### src/rtl/pixel_scan_ctrl.sv
// Raster-scan front/back end of the ray pipeline: issues pixel coordinates,
// realigns the returning hit bits and packs them into framebuffer words.
module pixel_scan_ctrl #(
   parameter int H_RES    = 800,
   parameter int V_RES    = 600,
   parameter int PIPE_LAT = 12,
   parameter int PACK_W   = 32,
   parameter int ADDR_W   = 14
) (
   input  logic              clk,
   input  logic              rst_n,
   input  logic              start,
   output logic [9:0]        pixel_x,
   output logic [9:0]        pixel_y,
   output logic              stall,
   input  logic              hit_in,
   output logic              fb_wr_valid,
   input  logic              fb_wr_ready,
   output logic [ADDR_W-1:0] fb_wr_addr,
   output logic [PACK_W-1:0] fb_wr_data,
   output logic              busy,
   output logic              done
);
   localparam int CNT_W = (PACK_W > 1) ? $clog2(PACK_W) : 1;
   localparam logic [9:0]       X_LAST   = 10'(H_RES - 1);
   localparam logic [9:0]       Y_LAST   = 10'(V_RES - 1);
   localparam logic [CNT_W-1:0] CNT_LAST = CNT_W'(PACK_W - 1);

   typedef enum logic [1:0] {IDLE, SCAN, DRAIN, DONE} state_t;

   state_t              state;
   logic [PIPE_LAT-1:0] vld_sr;
   logic [PACK_W-1:0]   acc;
   logic [PACK_W-1:0]   acc_next;
   logic [CNT_W-1:0]    cnt;

   logic accept, capture, issue, last_px, word_full, flush;

   // Handshake: a word is transferred in any cycle with fb_wr_valid=1 and
   // fb_wr_ready=1; valid, addr and data stay frozen until that cycle.
   assign stall     = fb_wr_valid & ~fb_wr_ready;
   assign accept    = fb_wr_valid & fb_wr_ready;
   assign capture   = vld_sr[PIPE_LAT-1] & ~stall;
   assign issue     = (state == SCAN) & ~stall;
   assign last_px   = (pixel_x == X_LAST) && (pixel_y == Y_LAST);
   assign word_full = capture && (cnt == CNT_LAST);
   // Trailing partial word leaves only after every in-flight pixel returned.
   assign flush     = (state == DRAIN) && (vld_sr == '0) && (cnt != '0) && !stall;

   always_comb begin
      acc_next = acc;
      if (capture) acc_next[cnt] = hit_in;
   end

   always_ff @(posedge clk or negedge rst_n) begin
      if (!rst_n) begin
         state       <= IDLE;
         pixel_x     <= '0;
         pixel_y     <= '0;
         vld_sr      <= '0;
         acc         <= '0;
         cnt         <= '0;
         fb_wr_valid <= 1'b0;
         fb_wr_addr  <= '0;
         fb_wr_data  <= '0;
         busy        <= 1'b0;
         done        <= 1'b0;
      end else begin
         done <= 1'b0;
         if (!stall) vld_sr <= PIPE_LAT'({vld_sr, issue});

         if (accept) begin
            fb_wr_valid <= 1'b0;
            fb_wr_addr  <= fb_wr_addr + 1'b1;
         end
         // A completing word may overwrite the register in its accept cycle.
         if (word_full || flush) begin
            fb_wr_valid <= 1'b1;
            fb_wr_data  <= acc_next;
            acc         <= '0;
            cnt         <= '0;
         end else if (capture) begin
            acc <= acc_next;
            cnt <= cnt + 1'b1;
         end

         case (state)
            IDLE: begin
               if (start) begin
                  state      <= SCAN;
                  pixel_x    <= '0;
                  pixel_y    <= '0;
                  fb_wr_addr <= '0;
                  busy       <= 1'b1;
               end
            end
            SCAN: begin
               if (issue) begin
                  if (last_px) begin
                     state <= DRAIN;
                  end else if (pixel_x == X_LAST) begin
                     pixel_x <= '0;
                     pixel_y <= pixel_y + 10'd1;
                  end else begin
                     pixel_x <= pixel_x + 10'd1;
                  end
               end
            end
            DRAIN: begin
               if ((vld_sr == '0) && (cnt == '0) && !fb_wr_valid) begin
                  state <= DONE;
                  done  <= 1'b1;
               end
            end
            DONE: begin
               state <= IDLE;
               busy  <= 1'b0;
            end
            default: state <= IDLE;
         endcase
      end
   end
endmodule

### config.mk
export PLATFORM = sky130hd
export DESIGN_NAME = pixel_scan_ctrl
export DESIGN_NICKNAME = d
export VERILOG_FILES = /design/src/rtl/pixel_scan_ctrl.sv
export SDC_FILE = /design/constraint.sdc
export NUM_CORES = 1
export LEC_CHECK = 0
export ABC_AREA = 1
export CAP_MARGIN = 15
export CELL_PAD_IN_SITES_DETAIL_PLACEMENT = 0
export CELL_PAD_IN_SITES_GLOBAL_PLACEMENT = 2
export CORE_AREA = 2 2 123 173
export DETAILED_ROUTE_END_ITERATION = 16
export DIE_AREA = 0 0 125 175
export HOLD_SLACK_MARGIN = 0.15
export MAX_ROUTING_LAYER = met4
export PLACE_DENSITY = 0.71
export RECOVER_POWER = 100
export SYNTH_ARGS = -nofsm -noshare
export SYNTH_HDL_FRONTEND = slang
export SYNTH_SLANG_ARGS = --single-unit
### constraint.sdc
create_clock -name clk -period 1.85 [get_ports clk]
set_clock_uncertainty 0.05 [all_clocks]
set_input_delay 0.4625 -clock clk [delete_from_list [all_inputs] [get_ports clk]]
set_output_delay 0.4625 -clock clk [all_outputs]
set_load 0.02 [all_outputs]
Word-level counts from Yosys, hierarchy flattened
Cells that the tools add are included.
{ "word_totals": {"register_bits": 120, "input_bits": 5, "output_inout_bits": 70, "elab_cells": 89} }
{ "classes": {"n_addsub": 4, "magnitude_cmp": 2, "n_eq_ne": 12, "mux": 31, "n_bitwise": 6, "n_reduce_logical": 23} }
{ "ops": {"columns": ["op", "count"], "rows": [
  ["two-way mux 32 bit", 3],
  ["two-way mux 10 bit", 7],
  ["two-way mux 14 bit", 3],
  ["one-hot mux 10 bit (2 select lines)", 2],
  ["bitwise mux 32 bit", 1],
  ["adder 10 x 1 -> 10 bit, second input constant", 2],
  ["equality test 10 bit, second input constant", 2],
  ["adder 14 x 1 -> 14 bit, second input constant", 1],
  ["logical NOT 12 bit", 1],
  ["two-way mux 5 bit", 2],
  ["logical AND 1 bit", 8],
  ["two-way mux 2 bit", 4],
  ["inequality test 2 bit, second input constant", 4],
  ["one-hot mux 2 bit (4 select lines)", 1],
  ["AND reduction 4 bit", 2],
  ["nonzero test 2 bit", 4],
  ["less-than comparator 5 x 6 -> 1 bit, second input constant", 1],
  ["two-way mux 1 bit", 6],
  ["adder 5 x 1 -> 5 bit, second input constant", 1],
  ["demux 1 bit (select 5 bit)", 1],
  ["equality test 5 bit, second input constant", 1],
  ["greater-or-equal comparator 5 x 1 -> 1 bit, second input constant", 1],
  ["logical NOT 5 bit", 1],
  ["AND reduction 5 bit", 1],
  ["other kinds (11)", 18]
]} }

Longest topological paths before layout
{ "depth": {"depth_word": 8, "depth_mapped": 10, "ltp_nobuf": 10} }

Worst setup path after synthesis
No wires, ideal clock.
{ "synth_path": {"kind": "register -> register", "startpoint": "register pixel_x[1]", "endpoint": "register pixel_y[7]", "setup_ps": 117, "arrival_time_ps": 1585, "required_ps": 1683, "slack_ps": 98, "path_stages_with_launch": 10, "n_path_buf": 1, "period_less_slack_ps": 1752, "path_cell_list": "dfrtp_1 ha_1 nand2_1 nor2_2 nand4_1 nand2_1 nand3_4 buf_6 nand2_1 nand2_1"} }
{ "synth_via": {"elab_chain_len": 4, "elab_cells_between_ends": 5, "cone_classes": "3 x eq/ne; 2 x reduce/logical"} }
{ "synth_lines": {"columns": ["item", "line", "rtl"], "rows": [
  ["from (decl)", "13", "output logic [9:0] pixel_x,"],
  ["from (signal assigned)", "105", "pixel_x <= pixel_x + 10'd1;"],
  ["equality test 10 bit *", "45, 101", null],
  ["logical AND 1 bit", "45", "assign last_px = (pixel_x == X_LAST) && (pixel_y == Y_LAST);"],
  ["inequality test 2 bit (no source line)", null, null],
  ["AND reduction 5 bit (no source line) *", null, null],
  ["to (signal assigned)", "103", "pixel_y <= pixel_y + 10'd1;"],
  ["to (decl)", "14", "output logic [9:0] pixel_y,"]
]} }
Mark *: on every way between the ends. The rest lies on a longest branch, timed or not.
A chain may end at the register's enable or synchronous reset.

Worst setup path after layout
{ "layout_path": {"startpoint": "register pixel_y[1]", "endpoint": "output port pixel_y[1]"} }
No word-level cell between the ends.

==> run summary <==
The flow ran to the end, and the final reports show no timing, DRC or antenna violations. Data on the critical path arrives at its endpoint at 1270 ps. The final non-filler cell area is 0.00818 sq mm. The net count of the mapped netlist is 756.

Total power per unit cell area: 1450 mW/mm^2. The number of clock buffers added by TritonCTS is 17. In this run the cell area of the synthesized design comes to 0.00601 sq mm. The first detailed-routing pass ran for 4 iterations.

For this run, the leading register cell type out of synthesis is dfrtp_1. In this run the mean area of a mapped cell was 8.14 sq um. The tree is rooted in a clkbuf_16. The delay contributed by the slowest stage of the critical path was 380 ps; the number of filler cells placed in the layout was 2131.

In this run the deepest clock path goes through 2 buffers. The critical path starts at pixel_y[1]. The number of antenna violations at the first check in global routing came out at 0. In this run the tightest slew margin relative to its limit is 34.7%.

For the number of failing setup endpoints in the final timing report, the log shows 0. Sorting the synthesized cells by how often they occur yields nand2_1 (177), dfrtp_1 (120), nor2_1 (92). Floorplan die area: 0.0219 sq mm. The setup TNS is 0 ps, and the minimum period implied by the final worst setup slack is 1790 ps. The total overflow left after global routing is 0. For the worst setup path, the data required time is 1340 ps.

The horizontal die dimension came out at 125 microns. The weighted congestion at the end of routability-driven global placement was 0.825. Yosys attributes the largest share of cell area to dfrtp_1 (50%), nand2_1 (11%), nor2_1 (5.7%). In the final design database the tool counted 891 nets. Synthesis handed over a netlist of 738 instances. For the synthesis warning total, the log shows 0.

The share of synthesized area in the top cell type comes to 50.0%. In this run, synthesis inferred 0 flip-flops with an integrated enable. The tools report the distinct cell type count after synthesis as 31. For the worst-case setup slack after placement, the log shows -376 ps.

Clock latency on the worst-skew pair, taken at its later pin, is 420 ps. The area of the placeable core was 0.0203 sq mm; the largest vdd supply drop was 0.531 mV. The logs give 0 for the number of endpoints with negative hold slack in the final report and 0 for the number of antenna diodes. Of all flip-flops after synthesis, the portion carrying an async set or reset was 100%. The maximum fanout along the worst path was 5; the placed cell count was 1103.

In this run the count of I/O pins placed on the die edge is 75. The signal on the critical path passes through buf_4, dlygate4sd2_1. The number of violations of the max-capacitance limit came out at 0. Final hold analysis gives a worst-case slack of 452 ps.

The synthesized design contains 120 register bits. The run gives 0 as the count of pins over their slew limit. For the initial cell density of the core, the log shows 29.6%. The area added between synthesis and finish works out to 36.1%. The largest total area in the synthesized netlist belongs to dfrtp_1. The count of nets left with antenna violations once routing finished came out at 0. The via count of the first global-routing pass is 5420. In this run the critical register-to-register path is launched from state[0]. For the pin with the worst max-slew slack, the measured transition is 980 ps. The layout cell share with drive strength beyond 1 was 17.4%.

After detailed routing, the average wire length per cell comes to 14.3 microns. The logs give 50.0% for the sequential area share after synthesis and 4.24 nW for the reported leakage power. Launch point of the worst hold path: fb_wr_data[0]. Across every metal layer, demand over resource in global routing totals 15.7%. For the worst-case setup margin in the final layout, the log shows 64.6 ps. The finished layout holds 1142 standard cells, fillers aside.

For the total design power, the log shows 11.9 mW. The kind of start point of the critical path is a flip-flop. The detailed placer's ending HPWL is 11200 microns, and the fraction of the cycle the final worst path needs is 96.5%. The routed design has 16400 microns of wire.

Most frequent cell after synthesis: nand2_1. In this run the tool buffered the top-level ports with 74 buffer cells. The tools report the number of DRC violations after detailed-routing iteration 0 as 283. The critical path is of the flip-flop to output pin type. The slowest cell on the critical path was dfrtp_1. For the first-pass GRT wire length, the log shows 26900 microns. Setup repair after global routing could not meet its margin everywhere. The die height works out to 175 microns. Kind of cell adding the most delay to the critical path: buffers and inverters.

For the cell area reported after detailed placement, the log shows 0.00743 sq mm. The critical path capture point type is an output pin. Dividing the detail-routed via count by the number of cells gives 4.59. The logs give 4 for the number of levels in the clock H-tree and 120 for the clock sink count.

Row generation in the floorplan step produced 62 rows. The tools report the final routed DRC violation total as 0. Entering global routing, the biggest net connects 74 pins. The count of buffer and inverter cells on the critical path was 2. Total number of vias: 5245. Class of the tightest hold or removal check: flip-flop to flip-flop. The clock-pin slew of the registers on the worst-case setup and hold paths came out at 60 ps. The run gives 40.2% as the final cell utilization of the core. TritonCTS built the clock tree. The run gives 560 MHz as the maximum clock frequency.
[metal layers]
| layer | vias up | wire [microns] | global-route usage (%) |
|---|---|---|---|
| met2 | 77 | 8600 | 27.8 |
| met4 | 0 | 187 | 4.72 |
| met1 | 2512 | 7020 | 17.6 |
| met5 | - | 0 | - |
| li1 | 2645 | - | - |
| met3 | 11 | 569 | 3.67 |
[power breakdown]
| group | internal (mW) | total, mW | switching [mW] | leakage, nW |
|---|---|---|---|---|
| combinational | 1.81 | 4.39 | 2.58 | 2.31 |
| sequential | 3.36 | 3.75 | 0.391 | 1.61 |
| clock | 2.42 | 3.76 | 1.33 | 0.321 |
| total | 7.60 | 11.9 | 4.30 | 4.24 |
[cell families after synthesis]
kind of cell / synth area share, %
buf+inv: 6.48
flops: 50.0
simple gates: 30.5
xor+xnor: 1.31
compound gates: 9.04
fa+ha+maj: 2.71
[area by class of cell]
type,instances,area (sq um),area share [%]
sequential,120,3000,36.7
multi-input combinational,528,2700,33.0
timing repair buffer,137,1230,15.0
clock buffer,17,425,5.20
tap,256,320,3.92
inverter,69,267,3.26
clock inverter,15,239,2.92
[registers in the layout (all words and copies together) (netlist names)]
name         flops
fb_wr_addr      14
cnt              5
busy             1
pixel_x         10
acc             32
fb_wr_valid      1
vld_sr          12
done             1
state            2
pixel_y         10
fb_wr_data      32
[worst paths after layout]
kind                                       end  slack [ps]  cells past startpoint
worst min-delay path             fb_wr_data[0]         450                      2
worst min register to register   fb_wr_data[0]         450                      2
max in group asynchronous       fb_wr_addr[13]         300                      3
worst max register to register      pixel_y[7]          80                     10
worst max-delay path                pixel_y[1]          60                      2
min in group asynchronous           pixel_y[1]         700                      3
[layout by cell type (no fill, tap or decap), drive strengths merged, types with 15 or more instances in the layout]
master	count
o21ai	38
nor2	98
inv	74
buf	59
a21oi	54
nand4	15
and2	27
dlygate4sd2	68
dfrtp	120
clkbuf	22
nand2	188
nand3	68
[repair_timing]
| action | 4_1_cts | 5_1_grt |
|---|---|---|
| setup endpoints to repair | 71 | 81 |
| buffers inserted | 0 | 3 |
| hold endpoints to repair | 120 | 0 |
| pin swaps | 0 | 4 |
| hold buffers | 1 | 0 |
| gates resized for setup | 74 | 35 |
| cloned | 0 | 3 |
[worst reg2reg max path: stages, from the launching register on]
cell and delay [ps]:
dfrtp_1 370, inv_1 70, ha_2 180, inv_1 60, or2_2 140, o21ai_4 70
a21oi_4 250, nand3_4 160, clkbuf_16 200, nand2_1 60, nand2_1 50
(Power assumes the default switching activity.)
